## config.mk

```make
export PLATFORM = sky130hd
export DESIGN_NAME = fetch_unit
export DESIGN_NICKNAME = d
export VERILOG_FILES = /design/src/rtl/riscv_pkg.sv /design/src/rtl/fetch_fifo.sv /design/src/rtl/fetch_unit.sv
export SDC_FILE = /design/constraint.sdc
export NUM_CORES = 1
export LEC_CHECK = 0
export BUFFER_PORTS_ARGS = -buffer_cell sky130_fd_sc_hd__buf_2
export CORE_MARGIN = 2
export CORE_UTILIZATION = 30
export DETAILED_ROUTE_END_ITERATION = 10
export GPL_TIMING_DRIVEN = 0
export SYNTH_ARGS = -nofsm -noshare
export SYNTH_HDL_FRONTEND = slang
export SYNTH_SLANG_ARGS = --single-unit
```

## constraint.sdc

```tcl
create_clock -name clk -period 4.5 [get_ports clk]
set_input_delay 0.45 -clock clk [delete_from_list [all_inputs] [get_ports clk]]
set_output_delay 0.45 -clock clk [all_outputs]
set_load 0.02 [all_outputs]
```

## src/rtl/riscv_pkg.sv

```systemverilog
// Shared definitions for the single-issue RISC-V core.
// Fetch FSM encoding and opcode constants used by fetch and decode.
package riscv_pkg;

    localparam logic [31:0] RESET_PC_DEFAULT = 32'h0000_0000;
    localparam int          INSTR_BYTES      = 4;

    typedef enum logic {
        RESET_HOLD,
        RUN
    } fetch_state_t;

    localparam logic [6:0] OP_R     = 7'b0110011;
    localparam logic [6:0] OP_B     = 7'b1100011;
    localparam logic [6:0] OP_I     = 7'b0010011;
    localparam logic [6:0] OP_JAL   = 7'b1101111;
    localparam logic [6:0] OP_LOAD  = 7'b0000011;
    localparam logic [6:0] OP_STORE = 7'b0100011;

endpackage

```

## src/rtl/fetch_fifo.sv

```systemverilog
// Small circular FIFO with synchronous flush and occupancy count.
// Used for both buffered instructions and in-flight fetch addresses.
module fetch_fifo #(
    parameter int DEPTH = 2,
    parameter int WIDTH = 32
) (
    input  logic                       clk,
    input  logic                       rst_n,
    input  logic                       flush,
    input  logic                       push,
    input  logic [WIDTH-1:0]           wdata,
    input  logic                       pop,
    output logic [WIDTH-1:0]           rdata,
    output logic [$clog2(DEPTH+1)-1:0] count
);

    localparam int PW = (DEPTH > 1) ? $clog2(DEPTH) : 1;
    localparam int CW = $clog2(DEPTH + 1);

    logic [WIDTH-1:0] mem [DEPTH];
    logic [PW-1:0]    rd_ptr;
    logic [PW-1:0]    wr_ptr;
    logic             full;
    logic             empty;
    logic             do_push;
    logic             do_pop;

    function automatic logic [PW-1:0] bump(input logic [PW-1:0] p);
        return (p == PW'(DEPTH - 1)) ? '0 : p + 1'b1;
    endfunction

    assign full    = (count == CW'(DEPTH));
    assign empty   = (count == '0);
    assign do_push = push && !flush;
    assign do_pop  = pop && !empty && !flush;
    assign rdata   = mem[rd_ptr];

    always_ff @(posedge clk or negedge rst_n) begin
        if (!rst_n) begin
            rd_ptr <= '0;
            wr_ptr <= '0;
            count  <= '0;
        end else if (flush) begin
            rd_ptr <= '0;
            wr_ptr <= '0;
            count  <= '0;
        end else begin
            if (do_push) wr_ptr <= bump(wr_ptr);
            if (do_pop)  rd_ptr <= bump(rd_ptr);
            unique case ({do_push, do_pop})
                2'b10:   count <= count + 1'b1;
                2'b01:   count <= count - 1'b1;
                default: ;
            endcase
        end
    end

    // A full FIFO may only be written when the head leaves in the same cycle
    always_ff @(posedge clk) begin
        if (do_push) mem[wr_ptr] <= wdata;
    end

    a_no_overflow: assert property (
        @(posedge clk) disable iff (!rst_n) !(do_push && full && !do_pop)
    );

endmodule

```

## src/rtl/fetch_unit.sv

```systemverilog
// Instruction fetch stage: owns the PC, issues imem reads, buffers
// returned words for decode and squashes stale fetches on redirect.
module fetch_unit
    import riscv_pkg::*;
#(
    parameter int                    DATA_WIDTH      = 32,
    parameter logic [DATA_WIDTH-1:0] RESET_PC        = RESET_PC_DEFAULT,
    parameter int                    MAX_OUTSTANDING = 2
) (
    input  logic                  clk,
    input  logic                  rst_n,
    output logic                  imem_req_valid,
    input  logic                  imem_req_ready,
    output logic [DATA_WIDTH-1:0] imem_addr,
    input  logic                  imem_rsp_valid,
    input  logic [DATA_WIDTH-1:0] imem_rsp_data,
    input  logic                  PCSrc,
    input  logic [DATA_WIDTH-1:0] pc_target,
    output logic                  instr_valid,
    input  logic                  instr_ready,
    output logic [DATA_WIDTH-1:0] instr,
    output logic [DATA_WIDTH-1:0] instr_pc
);

    localparam int             DW    = DATA_WIDTH;
    localparam int             CW    = $clog2(MAX_OUTSTANDING + 1);
    localparam logic [DW-1:0]  STEP  = DW'(INSTR_BYTES);
    localparam logic [CW:0]    SLOTS = (CW + 1)'(MAX_OUTSTANDING);

    fetch_state_t    state;
    fetch_state_t    state_nxt;
    logic [DW-1:0]   pc;
    logic [DW-1:0]   pc_nxt;
    logic [DW-1:0]   tgt;
    logic [DW-1:0]   rsp_pc;
    logic [CW-1:0]   outstanding;
    logic [CW-1:0]   out_nxt;
    logic [CW-1:0]   drop_cnt;
    logic [CW-1:0]   drop_nxt;
    logic [CW-1:0]   icount;
    logic [CW:0]     occupancy;
    logic [2*DW-1:0] head;
    logic            req_hs;
    logic            ipop;
    logic            ipush;

    assign tgt    = pc_target & ~(STEP - 1'b1);
    assign req_hs = imem_req_valid && imem_req_ready;
    assign ipop   = instr_valid && instr_ready;
    assign ipush  = imem_rsp_valid && (drop_cnt == '0) && !PCSrc;

    // A slot freed by this cycle's pop is free before any new response lands
    assign occupancy = {1'b0, outstanding} + {1'b0, icount}
                     - {{CW{1'b0}}, ipop};

    assign imem_req_valid = (state == RUN) && (occupancy < SLOTS);
    assign imem_addr      = pc;

    assign instr_valid = (icount != '0);
    assign instr       = instr_valid ? head[2*DW-1:DW] : '0;
    assign instr_pc    = instr_valid ? head[DW-1:0]    : '0;

    always_comb begin
        state_nxt = state;
        unique case (state)
            RESET_HOLD: state_nxt = RUN;
            RUN:        state_nxt = RUN;
            default:    state_nxt = RESET_HOLD;
        endcase
    end

    always_comb begin
        out_nxt = outstanding;
        if (req_hs && !imem_rsp_valid) begin
            out_nxt = outstanding + 1'b1;
        end else if (!req_hs && imem_rsp_valid) begin
            out_nxt = outstanding - 1'b1;
        end
    end

    always_comb begin
        drop_nxt = drop_cnt;
        pc_nxt   = pc;
        if (PCSrc) begin
            drop_nxt = out_nxt;
            pc_nxt   = tgt;
        end else begin
            if (imem_rsp_valid && drop_cnt != '0) drop_nxt = drop_cnt - 1'b1;
            if (req_hs) pc_nxt = pc + STEP;
        end
    end

    always_ff @(posedge clk or negedge rst_n) begin
        if (!rst_n) begin
            state    <= RESET_HOLD;
            pc       <= RESET_PC;
            drop_cnt <= '0;
        end else begin
            state    <= state_nxt;
            pc       <= pc_nxt;
            drop_cnt <= drop_nxt;
        end
    end

    // Addresses of in-flight requests; its count is the outstanding total
    fetch_fifo #(
        .DEPTH (MAX_OUTSTANDING),
        .WIDTH (DW)
    ) u_pc_fifo (
        .clk   (clk),
        .rst_n (rst_n),
        .flush (1'b0),
        .push  (req_hs),
        .wdata (pc),
        .pop   (imem_rsp_valid),
        .rdata (rsp_pc),
        .count (outstanding)
    );

    fetch_fifo #(
        .DEPTH (MAX_OUTSTANDING),
        .WIDTH (2 * DW)
    ) u_instr_fifo (
        .clk   (clk),
        .rst_n (rst_n),
        .flush (PCSrc),
        .push  (ipush),
        .wdata ({imem_rsp_data, rsp_pc}),
        .pop   (ipop),
        .rdata (head),
        .count (icount)
    );

    a_rsp_expected: assert property (
        @(posedge clk) disable iff (!rst_n)
        !(imem_rsp_valid && outstanding == '0)
    );

endmodule
```

==> impl_metrics.csv <==
group,metric,value,unit
run_status,status,"finished, final reports clean",
global_routing,grt_use_total,13.5,%
yosys,synth_area,9260,um2
critical_path,cp_max_fo,17,
floorplanning,dieArea,32300,um2
global_routing,grt_max_degree,42,
timing,drv_slew,0,
placed_design,io_buffers,159,
critical_path,worst_setup_path_start_kind,"flip-flop",
timing,setup_slack,0.448,ns
detailed_routing,drtIter0Drc,300,
pwr,p_total,6.23,mW
layout,final_layout_size_suffix_gt1_share,30.9,%
cts,numClockSinks,225,
timing,hold_violations,0,
timing,period_needed,4.05,ns
floorplanning,num_rows,64,
critical_path,cp.required,4.72,ns
cts,post_cts_buffers,0,
placed_design,dp.final_hpwl,15100,um
detailed_routing,final_antenna_net_count,0,
global_routing,use_met1,18.2,%
detailed_routing,vias,5625,
yosys,avgSynthCellArea,14.7,um2
cts,numCtsBuffers,26,
yosys,synth_warnings,0,
detailed_routing,drc,0,
global_routing,grt_pass1_vias,5676,
placed_design,finalWeightedCongestion,0.799,
yosys,postSynth.asyncResetShare,18.2,%
placed_design,pre_cts_ws,0.394,ns
cts,ctsResizeCount,0,
pwr,leakagePower,4.28,nW
timing,setup_viol_count_final,0,
cts,cts_tree,"built",
timing,rsz0062_at_grt,"false",
timing,period_share,90.0,%
layout,multi_input_area,2540,um2
global_routing,met2_usage,21.9,%
floorplanning,core-area,30500,um2
yosys,synth.distinct_cells,46,
yosys,synthFlopType,"edfxtp_1",
timing,finalClockSkew,0.0273,ns
global_routing,grt_antenna_before_repair,1,
cts,htreeDepth,1,
cts,clock_latency,0.53,ns
yosys,syn_inst,630,
floorplanning,die_height,180,um
floorplanning,die_w,180,um
floorplanning,io_pins,168,
timing,timing.fmax,247,MHz
global_routing,grt_pass1_wl,33700,um
flow_run,maxCapViolCount,0,
yosys,ys_seq_area_share,70.7,%
cts,cts.path.max_buffers,3,
layout,regArea,6550,um2
critical_path,endpoint_kind,"flip-flop",
critical_path,critical_path_class,"flip-flop to flip-flop",
hold_path,hold_class,"primary input to flip-flop",
layout,nets,902,
pwr,p_per_area,539,nW/um2
layout,fillCellCount,2934,
global_routing,grt_overflow_total,0,
yosys,synth_edf_count,184,
global_routing,use_met3,2.96,%
pwr,ir_drop,0.284,mV
cts,cts_hold_buf,0,
timing,slew_headroom,9.99,%
layout,final_core_util,37.9,%
layout,syn_to_final_growth,24.9,%
cts,root_buffer,"clkbuf_16",
floorplanning,initial_core_util,30.4,%
timing,finalSetupTns,0,ns
critical_path,crit_arrival,4.27,ns
detailed_routing,wl,22100,um
detailed_routing,wl_per_cell,17.8,um
detailed_routing,first_pass_iters,4,
yosys,synth_seq_cells,225,
timing,worst_pin_slew,1.34,ns
global_routing,grt-busiest-layer,"met2",
detailed_routing,vias_per_cell,4.53,
cts,clk_pin_slew_worst_paths,0.06,ns
==> sequential cells by signal, summed over array words and instances, names as in the netlist <==
register and cells:
u_instr_fifo.mem 124, u_pc_fifo.mem 60, imem_addr 30, drop_cnt 2, u_instr_fifo.count 2, u_pc_fifo.count 2, state 1, u_instr_fifo.rd_ptr 1
u_instr_fifo.wr_ptr 1, u_pc_fifo.rd_ptr 1, u_pc_fifo.wr_ptr 1
==> kinds of logic (layout without fill, tap and decap cells) <==
group | Yosys count | count (layout) | share of synthesized area, %
flip-flops | 225 | 225 | 70.7
multiplexers | 93 | 93 | 10.5
XOR/XNOR | 39 | 39 | 3.69
AO/OA/AOI/OAI | 43 | 43 | 2.57
adder cells (fa/ha/maj) | 8 | 8 | 1.15
AND/OR/NAND/NOR | 175 | 175 | 9.16
other | 2 | 6 | 0.0811
buffers and inverters | 45 | 257 | 2.16
==> power breakdown <==
part	leakage, nW	internal [mW]	total (mW)	switching, mW
registers	2.17	2.55	2.67	0.121
clock network	0.415	1.28	2.11	0.821
logic	1.69	0.554	1.45	0.900
total	4.28	4.39	6.23	1.84
==> cells in the mapped netlist (all sizes together) (11+ instances only) <==
| cell type | count | area [um2] |
|---|---|---|
| buf | 15 | 87.6 |
| clkbuf | 17 | 63.8 |
| dfrtp | 41 | 1030 |
| edfxtp | 184 | 5530 |
| inv | 13 | 48.8 |
| mux2 | 30 | 338 |
| mux2i | 63 | 631 |
| nand2 | 42 | 158 |
| nor2 | 75 | 284 |
| nor4 | 11 | 83.8 |
| o21ai | 34 | 170 |
| xnor2 | 27 | 236 |
| xor2 | 12 | 105 |
==> metrics by stage <==
step	instance area, um2	instances	hold WS (ns)
5_1_grt	11600	1241	0.0761
4_1_cts	11600	1241	0.0702
3_3_place_gp	10600	1188	0.479
3_5_place_dp	10700	1193	0.511
6_report	11600	1242	0.100
2_1_floorplan	9270	633	0.154
==> cells in the final DEF (no fill, tap or decap), types with 4 or more instances in the layout <==
cell       synthesis  routed
edfxtp_1         184     184
buf_2              7     166
nor2_1            74      71
mux2i_1           63      63
nand2_1           42      42
dfrtp_1           41      41
mux2_2            30      30
xnor2_1           27      27
clkbuf_1          17      27
clkbuf_16          0      26
o21ai_0           22      22
inv_1             12      12
xor2_1            12      12
o21ai_1           12      12
nand3_1           10      10
nor4_1            10      10
nor3_1             7       7
nand4_1            7       7
ha_1               6       6
conb_1             2       5
nor2b_1            4       4
and3_1             6       4
buf_4              4       4
==> area by class of cell <==
type / instances / area share (%)
plain buffers: 32 / 1.31
multi-input cells: 363 / 22.0
clock buffers: 38 / 6.19
repair buffers: 164 / 7.83
well taps: 396 / 4.28
inverters: 13 / 0.422
flip-flops and latches: 225 / 56.6
clock inverters: 10 / 1.31
diodes: 1 / 0.0216
==> metal layers <==
| layer | part of all wire (%) | vias up | wire length (um) |
|---|---|---|---|
| met5 | 0.072 | - | 16 |
| met4 | 2.2 | 2 | 480 |
| met3 | 5.9 | 39 | 1310 |
| met2 | 47 | 164 | 10400 |
| met1 | 45 | 2726 | 9860 |
| li1 | - | 2694 | - |
==> worst max-delay path, stage by stage, from the launching register on <==
cell      delay [ns]
dfrtp_1         0.43
nor2_2          0.37
buf_8           0.21
nor2b_1         0.10
ha_1            0.28
nand2b_1        0.16
fa_1            0.54
nand3_1         0.17
nor2_2          0.47
inv_2           0.20
nor2_4          0.53
buf_16          0.23
==> worst paths after layout <==
path | from | end | slack [ns] | cells after the start
min reg2reg | u_pc_fifo.count[0] | u_pc_fifo.count[0] | 0.51 | 1
max in group asynchronous | rst_n | imem_addr[27] | 3.74 | 1
max | u_instr_fifo.count[0] | u_pc_fifo.mem[0][16] | 0.45 | 11
min | imem_rsp_data[26] | u_instr_fifo.mem[1][58] | 0.10 | 1
min in group asynchronous | rst_n | imem_addr[10] | 0.11 | 1
max reg2reg | u_instr_fifo.count[0] | u_pc_fifo.mem[0][16] | 0.45 | 11
No activity file was read; power rests on OpenSTA's default activity.
